$ cat config.mk
export PLATFORM = sky130hd
export DESIGN_NAME = cic_comb_decim
export DESIGN_NICKNAME = d
export VERILOG_FILES = /design/src/rtl/cic_pkg.sv /design/src/rtl/cic_comb_decim.sv
export SDC_FILE = /design/constraint.sdc
export NUM_CORES = 1
export LEC_CHECK = 0
export CAP_MARGIN = 20
export CORE_AREA = 4 4 191 193
export DETAILED_ROUTE_END_ITERATION = 6
export DIE_AREA = 0 0 195 197
export PLACE_DENSITY = 0.82
export SLEW_MARGIN = 30
export SYNTH_ARGS = -nofsm -noshare
export SYNTH_HDL_FRONTEND = slang
export SYNTH_SLANG_ARGS = --single-unit
$ cat constraint.sdc
create_clock -name clk_i -period 12.78 [get_ports clk_i]
set_input_delay 1.278 -clock clk_i [delete_from_list [all_inputs] [get_ports clk_i]]
set_output_delay 1.278 -clock clk_i [all_outputs]
set_load 0.02 [all_outputs]
$ cat src/rtl/cic_pkg.sv
// Shared CIC constants and types, used by the integrator and comb/decimator stages.
package cic_pkg;

    // Number of independent channels carried through the CIC chain.
    localparam int CIC_N_CH = 4;

    // Default sample width and decimation-field width.
    localparam int CIC_WIDTH_DEF   = 64;
    localparam int CIC_DECIM_W_DEF = 10;

    // Channel index; two bits covers channels 0..3.
    typedef logic [1:0] cic_ch_t;

endpackage : cic_pkg

$ cat src/rtl/cic_comb_decim.sv
// CIC comb + decimator stage for four interleaved channels.
// Each channel has its own decimation counter, delay register and primed flag.
// On a decimation event, a primed channel produces x[n] - x[n-1]. An unprimed
// channel only loads its delay register, which suppresses the startup transient.
// The output register follows a valid/ready handshake.
// Handshake: a result transfers when valid_o and ready_i are both high on a
// rising edge. data_o and ch_o stay stable while valid_o=1 and ready_i=0.
// A result that arrives while the output is stalled is dropped, and the sticky
// ovf_o flag records the drop.
module cic_comb_decim
    import cic_pkg::*;
#(
    parameter int WIDTH   = CIC_WIDTH_DEF,
    parameter int DECIM_W = CIC_DECIM_W_DEF
) (
    input  logic               clk_i,
    input  logic               rst_i,
    input  logic               clr_i,
    input  logic [DECIM_W-1:0] decim_i,
    input  logic               valid_i,
    input  cic_ch_t            ch_i,
    input  logic [WIDTH-1:0]   data_i,
    output logic               valid_o,
    input  logic               ready_i,
    output cic_ch_t            ch_o,
    output logic [WIDTH-1:0]   data_o,
    output logic               ovf_o
);

    localparam logic [DECIM_W-1:0] CNT_ONE = {{(DECIM_W-1){1'b0}}, 1'b1};

    // Per-channel state
    logic [DECIM_W-1:0] cnt_q [CIC_N_CH];
    logic [DECIM_W-1:0] cnt_d [CIC_N_CH];
    logic [WIDTH-1:0]   dly_q [CIC_N_CH];
    logic [WIDTH-1:0]   dly_d [CIC_N_CH];
    logic [CIC_N_CH-1:0] prm_q;
    logic [CIC_N_CH-1:0] prm_d;

    // Output register
    logic               valid_q, valid_d;
    cic_ch_t            ch_q, ch_d;
    logic [WIDTH-1:0]   data_q, data_d;
    logic               ovf_q, ovf_d;

    // Comb result produced this cycle
    logic               res_vld;
    logic [WIDTH-1:0]   res_data;

    // Decimation counting and comb difference for the addressed channel
    always_comb begin
        cnt_d    = cnt_q;
        dly_d    = dly_q;
        prm_d    = prm_q;
        res_vld  = 1'b0;
        res_data = data_i - dly_q[ch_i];
        if (valid_i) begin
            // ">=" rather than "==" so that lowering decim_i below a running
            // count fires on that channel's next sample.
            if (cnt_q[ch_i] >= decim_i) begin
                cnt_d[ch_i] = '0;
                dly_d[ch_i] = data_i;
                prm_d[ch_i] = 1'b1;
                res_vld     = prm_q[ch_i];
            end else begin
                cnt_d[ch_i] = cnt_q[ch_i] + CNT_ONE;
            end
        end
    end

    // Output register next state: load a result, drop it on stall, or retire it on handshake
    always_comb begin
        valid_d = valid_q;
        ch_d    = ch_q;
        data_d  = data_q;
        ovf_d   = ovf_q;
        if (res_vld) begin
            if (!valid_q || ready_i) begin
                valid_d = 1'b1;
                ch_d    = ch_i;
                data_d  = res_data;
            end else begin
                ovf_d = 1'b1;
            end
        end else if (valid_q && ready_i) begin
            valid_d = 1'b0;
        end
    end

    // State registers: async reset, then synchronous clear, then normal update
    always_ff @(posedge clk_i or posedge rst_i) begin
        if (rst_i) begin
            for (int i = 0; i < CIC_N_CH; i++) begin
                cnt_q[i] <= '0;
                dly_q[i] <= '0;
            end
            prm_q   <= '0;
            valid_q <= 1'b0;
            ch_q    <= '0;
            data_q  <= '0;
            ovf_q   <= 1'b0;
        end else if (clr_i) begin
            for (int i = 0; i < CIC_N_CH; i++) begin
                cnt_q[i] <= '0;
                dly_q[i] <= '0;
            end
            prm_q   <= '0;
            valid_q <= 1'b0;
            ch_q    <= '0;
            data_q  <= '0;
            ovf_q   <= 1'b0;
        end else begin
            for (int i = 0; i < CIC_N_CH; i++) begin
                cnt_q[i] <= cnt_d[i];
                dly_q[i] <= dly_d[i];
            end
            prm_q   <= prm_d;
            valid_q <= valid_d;
            ch_q    <= ch_d;
            data_q  <= data_d;
            ovf_q   <= ovf_d;
        end
    end

    assign valid_o = valid_q;
    assign ch_o    = ch_q;
    assign data_o  = data_q;
    assign ovf_o   = ovf_q;

endmodule : cic_comb_decim
; Yosys cells after proc, flatten, opt, wreduce, memory -nomap -nowiden
; Index checks and enable logic that the tools add are counted.
[op_classes]
addsub = 2
order_cmp = 5
eq_ne = 2
muxes = 40
bitwise = 4
n_reduce_logical = 14
[op_table]
columns = op, count
row1 = two-way mux 256 bit, 3
row2 = two-way mux 64 bit, 6
row3 = bitwise mux 256 bit, 1
row4 = binary-select mux 64 bit (select 2 bit), 1
row5 = demux 64 bit (select 2 bit), 1
row6 = two-way mux 40 bit, 3
row7 = subtractor 64 bit, 1
row8 = bitwise AND 40 bit, 1
row9 = bitwise mux 40 bit, 1
row10 = inverter 40 bit, 1
row11 = two-way mux 10 bit, 3
row12 = binary-select mux 10 bit (select 2 bit), 1
row13 = demux 10 bit (select 2 bit), 1
row14 = two-way mux 4 bit, 3
row15 = two-way mux 1 bit, 11
row16 = "adder 10 x 1 -> 10 bit, second input constant", 1
row17 = greater-or-equal comparator 10 bit, 1
row18 = AND reduction 2 bit, 4
row19 = nonzero test 2 bit, 4
row20 = two-way mux 2 bit, 3
row21 = bitwise OR 4 bit, 1
row22 = "greater-or-equal comparator 3 bit, second input constant", 1
row23 = logical AND 1 bit, 3
row24 = "less-than comparator 2 x 3 -> 1 bit, second input constant", 1
row25 = 10 further kinds, 10
[word_totals]
ff_bits = 368
inputBits = 81
output_inout_bits = 68
wordCells = 80

; Logic depth before layout (Yosys ltp)
[logic_depth]
word_depth = 10
ltp_mapped = 18
ltp_nobuf = 13

; Worst setup path before layout
; No wires, ideal clock.
[synth_timing]
kind = input port to flip-flop
from = input port ch_i[0]
to = register data_q[62], in the netlist data_o[62]
setup_time_ps = 122
t_arrival_ps = 6250
t_required_ps = 12658
setup_slack_ps = 6409
path_stages = 17
path_buffers = 4
cell_sequence = buf_2 clkbuf_1 buf_1 clkbuf_1 mux4_2 ha_1 fa_1 nand3b_1 a21oi_1 a211oi_1 o21a_1 o41a_4 o21a_1 a211o_2 o41ai_2 xnor2_1 o21ai_1
[synth_between]
elab_chain_len = 9
elab_cells_between_ends = 18
classes_between = add/sub: 1 / order compare: 1 / mux: 13 / bitwise: 1 / reduce/logical: 2
[synth_rtl]
columns = element, line
row1 = start: declaration, cic_comb_decim.sv:21  ; input cic_ch_t ch_i,
row2 = branches (longest 9 deep; another with subtractor 64 bit), -
row3 = end signal: assignment, cic_comb_decim.sv:120  ; data_q <= data_d;
row4 = end: declaration, cic_comb_decim.sv:43  ; logic [WIDTH-1:0] data_q, data_d;
; Several ways; the timed one is not identified. The select of a mux whose other input is x is not followed.
; A chain may end at the register's enable or synchronous reset.

; Worst setup path in the final report
[layout_timing]
from = input port ch_i[1]
to = register dly_q[15] in the netlist's numbering
[layout_between]
elab_chain_len = 9
elab_cells_between_ends = 16
classes_between = order compare: 3 / mux: 9 / bitwise: 1 / reduce/logical: 3
[layout_rtl]
columns = element, line
row1 = inverter 2 -> 3 bit (not written as such) (*), "cic_comb_decim.sv:60, cic_comb_decim.sv:62"
row2 = branches (longest 8 deep; another with greater-or-equal comparator 10 bit), -
row3 = end signal: indexed assignment, cic_comb_decim.sv:115  ; dly_q[i] <= dly_d[i];
row4 = end: declaration, cic_comb_decim.sv:35  ; logic [WIDTH-1:0] dly_q [CIC_N_CH];
; Mark *: on every way between the ends. The select of a mux whose other input is x is not followed.

==> flow_summary.toml <==
[timing]
relSlewSlack_pct = 32.5
rsz0062_at_grt = "no"
hold_viol_final = 0
finalClockSkew_ns = 0.0203
post-route-min-period_ns = 5.73
tightestPinTransition_ns = 1.01
setup_violations = 0
setup_ws_ns = 7.05
fmaxAchievable_mhz = 175
slew_violations = 0
period_share_pct = 44.8
fin_tns_setup_ns = 0

[clock_tree]
cts_tree = "yes"
ctsResizeCount = 0
cts_buffers = 40
cts.htree.levels = 2
cts_setup_buffers = 0
cts.path.max_buffers = 3
cts_root_buffer = "clkbuf_16"
ctsHoldBuffers = 0
insertion_delay_ns = 0.54
path_clk_slew_ns = 0.06
cts.sinks = 368

[min_path]
hold_class = "flip-flop to flip-flop"

[placed_design]
dpl_worst_slack_ns = 6.06
portBuffers = 148
finalWeightedCongestion = 0.915
dp_hpwl_microns = 36600

[logic_synthesis]
synth_common_cells = "nand2_1 (700), a21oi_1 (419), dfrtp_1 (368)"
ys_types = 69
yosysWarnings = 0
yosys.area.top_type_share_pct = 44.5
yosysMostFrequentCell = "nand2_1"
syn_area_per_cell_sq_um = 8.75
synthCells = 2364
ys_seq_area_share_pct = 44.5
synth-edff-count = 0
synth_nets = 2535
syn_area_sq_um = 20700
synth_area_leaders = "dfrtp_1 (45%), nand2_1 (13%), a21oi_1 (10%), mux4_2 (8.2%), ha_1 (5.4%)"
synth_largest_area_cell = "dfrtp_1"
ys_ff_latch = 368
async_flop_share_pct = 100
ys.flop_type = "dfrtp_1"

[setup_path]
path_cells = "buf_4 -> buf_4 -> mux4_2 -> ha_1 -> a21o_1 -> a21oi_1 -> nor3b_1 -> o211a_1 -> nor2_1 -> buf_4 -> a21oi_2 -> or2_4 -> nand2_1 -> a21oi_1"
cp_max_fo = 64
rrSetupSlack_ns = 8.38
cpMostUsedCell = "buf_4"
cp.required_ns = 13.22
end_kind = "flip-flop"
setup.worst_path.start_class = "primary input"
cp.arrival_ns = 6.17
slowest_delay_ns = 0.90
crit_type = "primary input to flip-flop"
crit_slowest_cell = "or2_4"

[floorplanning]
rows = 68
dieWidth_microns = 195
core-area_sq_um = 34500
start_util_pct = 59.9
pin_count = 149
dieArea_sq_um = 38400
dieHeight_microns = 197

[routing]
dr.pass1.iters = 6
routed_wl_microns = 58000
vias = 18003
vias_per_cell = 6.21
drtAntennaViolNets = 0
routedWlPerCell_microns = 20.0
route.detailed.drc = 0
drtIter0Drc = 1845

[final_layout]
area_growth_pct = 14.2
fin_nets = 2585
n_fill_cell = 2643
drive_above_1_share_pct = 7.78
final_core_util_pct = 68.4

[grt]
grt_max_degree = 136
grt_pass1_vias = 18132
grt_pass1_wl_microns = 94300
grt.total_usage_pct = 29.8
antenna_found_initial = 1
grt_overflow_total = 0

[power]
power_density_nw_per_um2 = 118
p_leak_nw = 9.83
ir_drop_uv = 96.1

[status]
outcome = "complete, no violations"

[flow_run]
max_cap_violations = 0
routing by layer:
metal / up-vias / GRT usage [%] / share of wire (%)
met5: - / 0 / 0
met4: 0 / 8.92 / 2.9
met3: 136 / 4.82 / 8.8
met2: 876 / 50.2 / 49
met1: 8853 / 40.5 / 40
li1: 8138 / - / -
logic make-up (layout without fill, tap and decap cells):
kind of cell,count (synthesis),in the layout,synth area share (%)
AND/OR/NAND/NOR,930,930,18.2
AO/OA/AOI/OAI,592,592,16.0
flip-flops,368,368,44.5
buffers and inverters,245,324,4.95
adder cells (fa/ha/maj),90,90,5.48
multiplexers,76,76,8.21
XOR/XNOR,63,63,2.67
other,0,1,0
path summary, 6_finish.rpt:
kind                            startpoint  cells past startpoint          to
worst max register to register   dly_q[64]                     13  data_o[60]
worst max-delay path               ch_i[1]                     14   dly_q[15]
max in group asynchronous            rst_i                      4  dly_q[184]
worst min register to register  data_o[24]                      2  data_o[24]
worst min-delay path            data_o[24]                      2  data_o[24]
min in group asynchronous            rst_i                      2   data_o[5]
worst max-delay path, delay by kind of cell:
family                   cells  cell delay [ns]
multiplexers                 1             0.48
buffers and inverters        3             1.34
adder cells (fa/ha/maj)      1             0.32
AO/OA/AOI/OAI                5             1.27
AND/OR/NAND/NOR              4             1.34
registers in the layout, summed over array words and instances (netlist names):
signal	count
data_o	64
ovf_o	1
prm_q	4
ch_o	2
cnt_q	40
dly_q	256
valid_o	1
power breakdown:
part | leakage, nW | total, mW | internal [mW] | switching (mW)
logic | 4.10 | 0.398 | 0.144 | 0.254
clock network | 0.649 | 1.18 | 0.691 | 0.486
registers | 5.08 | 1.21 | 1.19 | 0.0147
total | 9.83 | 2.78 | 2.03 | 0.754
cells in the final DEF (no fill, tap or decap), drive strengths merged, types with 14 or more instances in the layout:
cell,count
clkbuf,52
inv,92
buf,19
nand2,701
clkdlybuf4s50,145
nand3,27
a21o,36
xor2,30
xnor2,33
dfrtp,368
nand4,24
ha,89
o21ai,55
o21bai,14
nor2,113
a21oi,419
mux4,75
nor3,21
stage by stage:
step	hold WS (ns)	total power [mW]	instance area (sq um)	std cells
2_1_floorplan	0.461	1.50	20700	2364
3_5_place_dp	0.471	1.62	22200	2826
5_1_grt	0.521	2.88	23600	2899
4_1_cts	0.491	2.79	23600	2897
3_3_place_gp	0.464	1.60	22200	2826
6_report	0.499	2.78	23600	2899
layout make-up:
cell class	count	area, sq um	area share, %
clock inverters	19	198	0.837
well taps	455	569	2.41
repair buffers	164	1640	6.93
diodes	1	2.50	0.0106
clock buffers	52	1140	4.81
inverters	89	342	1.45
flip-flops and latches	368	9210	39.0
multi-input cells	1751	10500	44.6
(Power assumes the default switching activity.)
